## config.mk

```make
export PLATFORM = sky130hd
export DESIGN_NAME = bus_arbiter
export DESIGN_NICKNAME = d
export VERILOG_FILES = /design/src/rtl/Bus_arb_pkg.sv /design/src/rtl/arb_id_fifo.sv /design/src/rtl/bus_arbiter.sv
export SDC_FILE = /design/constraint.sdc
export NUM_CORES = 1
export LEC_CHECK = 0
export CORE_AREA = 2 2 115 117
export DETAILED_ROUTE_END_ITERATION = 8
export DIE_AREA = 0 0 117 119
export PLACE_DENSITY = 0.7
export SLEW_MARGIN = 20
export SYNTH_ARGS = -nofsm -noshare
export SYNTH_HDL_FRONTEND = slang
export SYNTH_SLANG_ARGS = --single-unit
export TNS_END_PERCENT = 5
```

## constraint.sdc

```tcl
create_clock -name Clk -period 6.3 [get_ports Clk]
set_input_delay 1.26 -clock Clk [delete_from_list [all_inputs] [get_ports Clk]]
set_output_delay 1.26 -clock Clk [all_outputs]
set_load 0.02 [all_outputs]
```

## src/rtl/Bus_arb_pkg.sv

```systemverilog
// Bus_arb_pkg: shared types and helpers for the OCP N-to-1 bus arbiter.
//   Master_id  : master index, wide enough for up to 8 masters
//   Arb_state  : arbiter FSM states
//   rr_pick()  : rotating-priority pick over the request vector
package Bus_arb_pkg;

  localparam int MAX_MASTERS = 8;

  typedef logic [2:0] Master_id;

  typedef enum logic {S_ARB, S_HOLD} Arb_state;

  localparam logic [2:0] CMD_IDLE  = 3'd0;
  localparam logic [1:0] RESP_NULL = 2'd0;

  typedef struct packed {
    logic     valid;
    Master_id id;
  } Rr_pick;

  // First requesting index searching ptr, ptr+1, ... mod n. The loop runs
  // downward so the last hit (smallest offset from ptr) wins.
  function automatic Rr_pick rr_pick(input logic [MAX_MASTERS-1:0] req,
                                     input Master_id ptr, input int n);
    Rr_pick p;
    int     idx;
    p.valid = 1'b0;
    p.id    = '0;
    for (int k = MAX_MASTERS - 1; k >= 0; k--) begin
      if (k < n) begin
        idx = (int'(ptr) + k) % n;
        if (req[idx[2:0]]) begin
          p.valid = 1'b1;
          p.id    = idx[2:0];
        end
      end
    end
    return p;
  endfunction

endpackage

```

## src/rtl/arb_id_fifo.sv

```systemverilog
// arb_id_fifo: synchronous FIFO holding the master ID of every command the
// slave has accepted but not yet answered.
//   Clk, MReset_n : clock, synchronous active-low reset (pointers/count only)
//   push, din     : write an ID
//   pop, dout     : retire the head ID; dout is the current head
//   full, empty   : occupancy flags
module arb_id_fifo #(
  parameter int WIDTH = 3,
  parameter int DEPTH = 4
) (
  input  logic             Clk,
  input  logic             MReset_n,
  input  logic             push,
  input  logic [WIDTH-1:0] din,
  input  logic             pop,
  output logic [WIDTH-1:0] dout,
  output logic             full,
  output logic             empty
);

  localparam int AW = $clog2(DEPTH);

  logic [WIDTH-1:0] mem [DEPTH];
  logic [AW-1:0]    wr_ptr, rd_ptr;
  logic [AW:0]      count;

  assign dout  = mem[rd_ptr];
  assign full  = (count == (AW+1)'(DEPTH));
  assign empty = (count == '0);

  always_ff @(posedge Clk) begin
    if (push) mem[wr_ptr] <= din;
  end

  always_ff @(posedge Clk) begin
    if (!MReset_n) begin
      wr_ptr <= '0;
      rd_ptr <= '0;
      count  <= '0;
    end else begin
      if (push) wr_ptr <= wr_ptr + 1'b1;
      if (pop)  rd_ptr <= rd_ptr + 1'b1;
      case ({push, pop})
        2'b10:   count <= count + 1'b1;
        2'b01:   count <= count - 1'b1;
        default: count <= count;
      endcase
    end
  end

`ifndef SYNTHESIS
  a_no_push_full: assert property (@(posedge Clk) disable iff (!MReset_n) !(push && full));
  a_no_pop_empty: assert property (@(posedge Clk) disable iff (!MReset_n) !(pop && empty));
`endif

endmodule

```

## src/rtl/bus_arbiter.sv

```systemverilog
// bus_arbiter: N-master to 1-slave OCP arbiter. One command is granted per
// slave accept; responses are routed back in order through an ID FIFO.
//   Clk, MReset_n                 : clock, synchronous active-low reset
//   m_MCmd/MAddr/MData/MDataValid/MByteEn : per-master command slices
//   m_SCmdAccept                  : accept to the granted master only
//   m_SResp, m_SData              : per-master response, broadcast data
//   m_MRespAccept                 : per-master response accept
//   s_*                           : single slave port
// Macro BUS_ARBITER_FIXED_PRIO_EN: lowest requesting index always wins
// (no rotating pointer). Undefined: round-robin per accepted command.
module bus_arbiter
  import Bus_arb_pkg::*;
#(
  parameter int N_MASTERS       = 2,
  parameter int ADDR_WIDTH      = 32,
  parameter int DATA_WIDTH      = 32,
  parameter int MAX_OUTSTANDING = 4
) (
  input  logic                              Clk,
  input  logic                              MReset_n,
  input  logic [N_MASTERS*3-1:0]            m_MCmd,
  input  logic [N_MASTERS*ADDR_WIDTH-1:0]   m_MAddr,
  input  logic [N_MASTERS*DATA_WIDTH-1:0]   m_MData,
  input  logic [N_MASTERS-1:0]              m_MDataValid,
  input  logic [N_MASTERS*DATA_WIDTH/8-1:0] m_MByteEn,
  output logic [N_MASTERS-1:0]              m_SCmdAccept,
  output logic [N_MASTERS*2-1:0]            m_SResp,
  output logic [DATA_WIDTH-1:0]             m_SData,
  input  logic [N_MASTERS-1:0]              m_MRespAccept,
  output logic [2:0]                        s_MCmd,
  output logic [ADDR_WIDTH-1:0]             s_MAddr,
  output logic [DATA_WIDTH-1:0]             s_MData,
  output logic                              s_MDataValid,
  output logic [DATA_WIDTH/8-1:0]           s_MByteEn,
  input  logic                              s_SCmdAccept,
  input  logic [1:0]                        s_SResp,
  input  logic [DATA_WIDTH-1:0]             s_SData,
  output logic                              s_MRespAccept
);

  localparam int BE_W = DATA_WIDTH / 8;

  Arb_state               state, state_nxt;
  Master_id               gnt, sel, head;
  Rr_pick                 pick;
  logic [MAX_MASTERS-1:0] req;
  logic                   drive, push, pop, full, empty;

  always_comb begin
    req = '0;
    for (int i = 0; i < N_MASTERS; i++) req[i] = (m_MCmd[i*3 +: 3] != CMD_IDLE);
  end

`ifdef BUS_ARBITER_FIXED_PRIO_EN
  always_comb pick = rr_pick(req, '0, N_MASTERS);
`else
  Master_id rr_ptr;
  always_comb pick = rr_pick(req, rr_ptr, N_MASTERS);
`endif

  // A held command keeps the port regardless of other requests; a fresh
  // grant needs FIFO room so S_HOLD can never overflow it.
  always_comb begin
    state_nxt = state;
    sel       = gnt;
    drive     = 1'b0;
    if (state == S_HOLD) begin
      drive = 1'b1;
      if (s_SCmdAccept) state_nxt = S_ARB;
    end else if (pick.valid && !full) begin
      sel   = pick.id;
      drive = 1'b1;
      if (!s_SCmdAccept) state_nxt = S_HOLD;
    end
  end

  assign push = drive && s_SCmdAccept;

  always_comb begin
    s_MCmd       = CMD_IDLE;
    s_MAddr      = '0;
    s_MData      = '0;
    s_MDataValid = 1'b0;
    s_MByteEn    = '0;
    m_SCmdAccept = '0;
    if (drive) begin
      for (int i = 0; i < N_MASTERS; i++) begin
        if (sel == Master_id'(i)) begin
          s_MCmd          = m_MCmd[i*3 +: 3];
          s_MAddr         = m_MAddr[i*ADDR_WIDTH +: ADDR_WIDTH];
          s_MData         = m_MData[i*DATA_WIDTH +: DATA_WIDTH];
          s_MDataValid    = m_MDataValid[i];
          s_MByteEn       = m_MByteEn[i*BE_W +: BE_W];
          m_SCmdAccept[i] = s_SCmdAccept;
        end
      end
    end
  end

  // With nothing outstanding a stray response is drained (accepted and
  // dropped); with an idle slave the accept stays low.
  always_comb begin
    m_SResp       = '0;
    m_SData       = s_SData;
    s_MRespAccept = (s_SResp != RESP_NULL);
    if (!empty) begin
      s_MRespAccept = 1'b0;
      for (int i = 0; i < N_MASTERS; i++) begin
        if (head == Master_id'(i)) begin
          m_SResp[i*2 +: 2] = s_SResp;
          s_MRespAccept     = m_MRespAccept[i];
        end
      end
    end
  end

  assign pop = !empty && (s_SResp != RESP_NULL) && s_MRespAccept;

  always_ff @(posedge Clk) begin
    if (!MReset_n) begin
      state <= S_ARB;
      gnt   <= '0;
`ifndef BUS_ARBITER_FIXED_PRIO_EN
      rr_ptr <= '0;
`endif
    end else begin
      state <= state_nxt;
      if (state == S_ARB && drive && !s_SCmdAccept) gnt <= sel;
`ifndef BUS_ARBITER_FIXED_PRIO_EN
      if (push) rr_ptr <= (sel == Master_id'(N_MASTERS - 1)) ? '0 : sel + 1'b1;
`endif
    end
  end

  arb_id_fifo #(
    .WIDTH ($bits(Master_id)),
    .DEPTH (MAX_OUTSTANDING)
  ) u_id_fifo (
    .Clk      (Clk),
    .MReset_n (MReset_n),
    .push     (push),
    .din      (sel),
    .pop      (pop),
    .dout     (head),
    .full     (full),
    .empty    (empty)
  );

`ifndef SYNTHESIS
  a_gnt_stable: assert property (@(posedge Clk) disable iff (!MReset_n)
    (state == S_HOLD && state_nxt == S_HOLD) |=> $stable(gnt));
  a_resp_when_empty: assert property (@(posedge Clk) disable iff (!MReset_n)
    !(empty && s_SResp != RESP_NULL));
`endif

endmodule

```

==> results.json <==
{
  "status": "finished, final reports clean",
  "period_share_pct": 88.0,
  "grt_max_degree": 87,
  "port_buffers": 229,
  "core.rowCount": 42,
  "clk_pin_slew_ps": 60,
  "design.die.area_sq_um": 13900,
  "fp.coreArea_sq_um": 12900,
  "first_pass_iters": 4,
  "multi_input_area_sq_um": 2060,
  "worst_slew_pin_slew_ps": 906,
  "yosysUniqueCellTypes": 37,
  "rsz0062_at_grt": "false",
  "dieHeight_microns": 119,
  "antenna_found_initial": 0,
  "ys_ff_latch": 26,
  "clkLatencyLatePin_ps": 260,
  "gr-total-overflow": 0,
  "required_ps": 5040,
  "post-route-util_pct": 42.1,
  "end_kind": "output port",
  "setup_viol": 0,
  "numCtsBuffers": 3,
  "clk_path_buf_depth": 2,
  "fin_area_sq_um": 5420,
  "most-common-layout-cells": "229 x clkdlybuf4s50_1, 148 x o21ai_0, 77 x mux2i_1",
  "drc": 0,
  "synth-edff-count": 12,
  "crit_arrival_ps": 4280,
  "cts_tree": "built",
  "stdcell_count": 745,
  "drt-initial-drc-count": 116,
  "critPathMaxStageDelay_ps": 660,
  "nNetsFinal": 759,
  "vdd_drop_max_mv": 0.0986,
  "maxSlewViolCount": 0,
  "nFillCells": 1284,
  "cts_setup_buffers": 0,
  "fmax_ghz": 0.180,
  "hold_path.class": "reg2reg",
  "leakage_nw": 2.20,
  "ios": 294,
  "totalWireLength_microns": 10600,
  "syn_nets": 589,
  "async_reset_ff_share_pct": 0,
  "synth_seq_area_share_pct": 20.4,
  "worstSetupPathType": "in2out",
  "syn_to_final_growth_pct": 72.9,
  "initial_core_util_pct": 24.4,
  "syn_inst": 400,
  "hold_viol": 0,
  "syn-mean-instance-area_sq_um": 7.84,
  "grt_pass1_vias": 3418,
  "cp_max_fo": 29,
  "placed_cells": 741,
  "dpl_cell_area_sq_um": 5320,
  "power_density_nw_per_um2": 178,
  "ys.flop_type": "dfxtp_1",
  "drive_above_1_share_pct": 4.75,
  "relSlewSlack_pct": 39.2,
  "clock-sinks": 26,
  "clock_skew_ps": 3.29,
  "regArea_sq_um": 641,
  "final_common_cell": "clkdlybuf4s50_1",
  "grt_first_pass_wirelength_microns": 16300,
  "startpoint_type": "input port",
  "cts_resized": 0,
  "fin_tns_setup_ps": 0,
  "fp.dieW_microns": 117,
  "h-tree-depth": 1,
  "synth_warnings": 0,
  "hold_buffers": 0,
  "wl_per_cell_microns": 14.2,
  "antenna_left": 0,
  "via_count": 3514,
  "num_antenna_cells": 0,
  "finalCriticalPeriod_ps": 5540,
  "worstPathCellList": "clkdlybuf4s50_1 -> nor3_1 -> o21bai_1 -> o21a_4 -> buf_12 -> mux2i_1 -> clkdlybuf4s50_1",
  "dp_hpwl_microns": 8240,
  "synth_area_sq_um": 3140,
  "via_per_inst": 4.72,
  "cpMostUsedCell": "clkdlybuf4s50_1",
  "crit_slowest_cell": "clkdlybuf4s50_1",
  "clockRootBuffer": "clkbuf_16",
  "gp_congestion": 0.842,
  "max-cap-violations": 0,
  "grtUsageTotal_pct": 14.1
}
-- cell usage after synthesis (3+ instances only) --
| master | instances | area (sq um) |
|---|---|---|
| or2_2 | 4 | 25.0 |
| o31ai_1 | 3 | 22.5 |
| nand2_1 | 3 | 11.3 |
| ha_1 | 5 | 62.6 |
| buf_4 | 39 | 293 |
| nor2_1 | 12 | 45.0 |
| dfxtp_1 | 14 | 280 |
| nor3_1 | 3 | 15.0 |
| a21oi_1 | 4 | 20.0 |
| clkbuf_1 | 28 | 105 |
| buf_2 | 4 | 20.0 |
| edfxtp_1 | 12 | 360 |
| mux2i_1 | 77 | 771 |
| o21ai_0 | 148 | 741 |
| inv_1 | 10 | 37.5 |
| and2_1 | 4 | 25.0 |
-- power breakdown --
part,switching (mW),internal (mW),leakage (nW)
registers,0.00886,0.189,0.222
logic,0.287,0.300,1.92
clock network,0.0552,0.126,0.0511
-- layer usage --
metal	vias up	GRT usage, %	part of all wire (%)	wire length (microns)
li1	1744	-	-	-
met1	1611	16.4	39	4160
met2	151	26.6	52	5520
met3	8	3.36	7.8	820
met4	0	1.76	0.76	80
met5	-	0	0	0
-- area by class of cell --
class / instances / area share, %
sequential: 26 / 11.8
clock inverter: 1 / 0.554
tap: 176 / 4.06
inverter: 10 / 0.692
timing repair buffer: 236 / 43.5
clock buffer: 3 / 1.38
multi-input combinational: 293 / 38.0
-- path summary, 6_finish.rpt --
check                                                 startpoint                          endpoint  slack, ps  cells after the start
worst min-delay path            u_id_fifo.rd_ptr[1]$_SDFFE_PN0P_  u_id_fifo.rd_ptr[1]$_SDFFE_PN0P_        480                      2
worst max-delay path                                   m_MCmd[3]                        s_MData[1]        760                      7
worst min register to register  u_id_fifo.rd_ptr[1]$_SDFFE_PN0P_  u_id_fifo.rd_ptr[1]$_SDFFE_PN0P_        480                      2
worst max register to register                              flop   u_id_fifo.count[2]$_SDFFE_PN0P_       3300                      9
-- critical path, delay by kind of cell --
| kind | cells | cell delay, ps |
|---|---|---|
| buf+inv | 3 | 1400 |
| compound gates | 2 | 760 |
| simple gates | 1 | 510 |
| mux | 1 | 320 |
-- flip-flops by register name (all words and copies together), names as in the netlist, named ones only --
name and count:
u_id_fifo.mem 12, gnt 3, u_id_fifo.count 3, u_id_fifo.rd_ptr 2, u_id_fifo.wr_ptr 2, rr_ptr 1
state 1
-- per-stage QoR --
step	power, mW	setup slack [ps]	hold slack [ps]
6_report	0.966	758	475
4_1_cts	0.976	766	480
3_3_place_gp	0.779	829	457
5_1_grt	1.02	578	507
3_5_place_dp	0.790	792	472
2_1_floorplan	0.541	2390	445
-- cell families after synthesis --
kind of cell             Yosys count  synth area share, %
adder cells (fa/ha/maj)            6                 2.63
multiplexers                      79                 26.0
XOR/XNOR                           3                0.838
AND/OR/NAND/NOR                   45                 9.01
AO/OA/AOI/OAI                    160                 26.6
flip-flops                        26                 20.4
buffers and inverters             81                 14.5
Power figures use the tool's default switching activity.
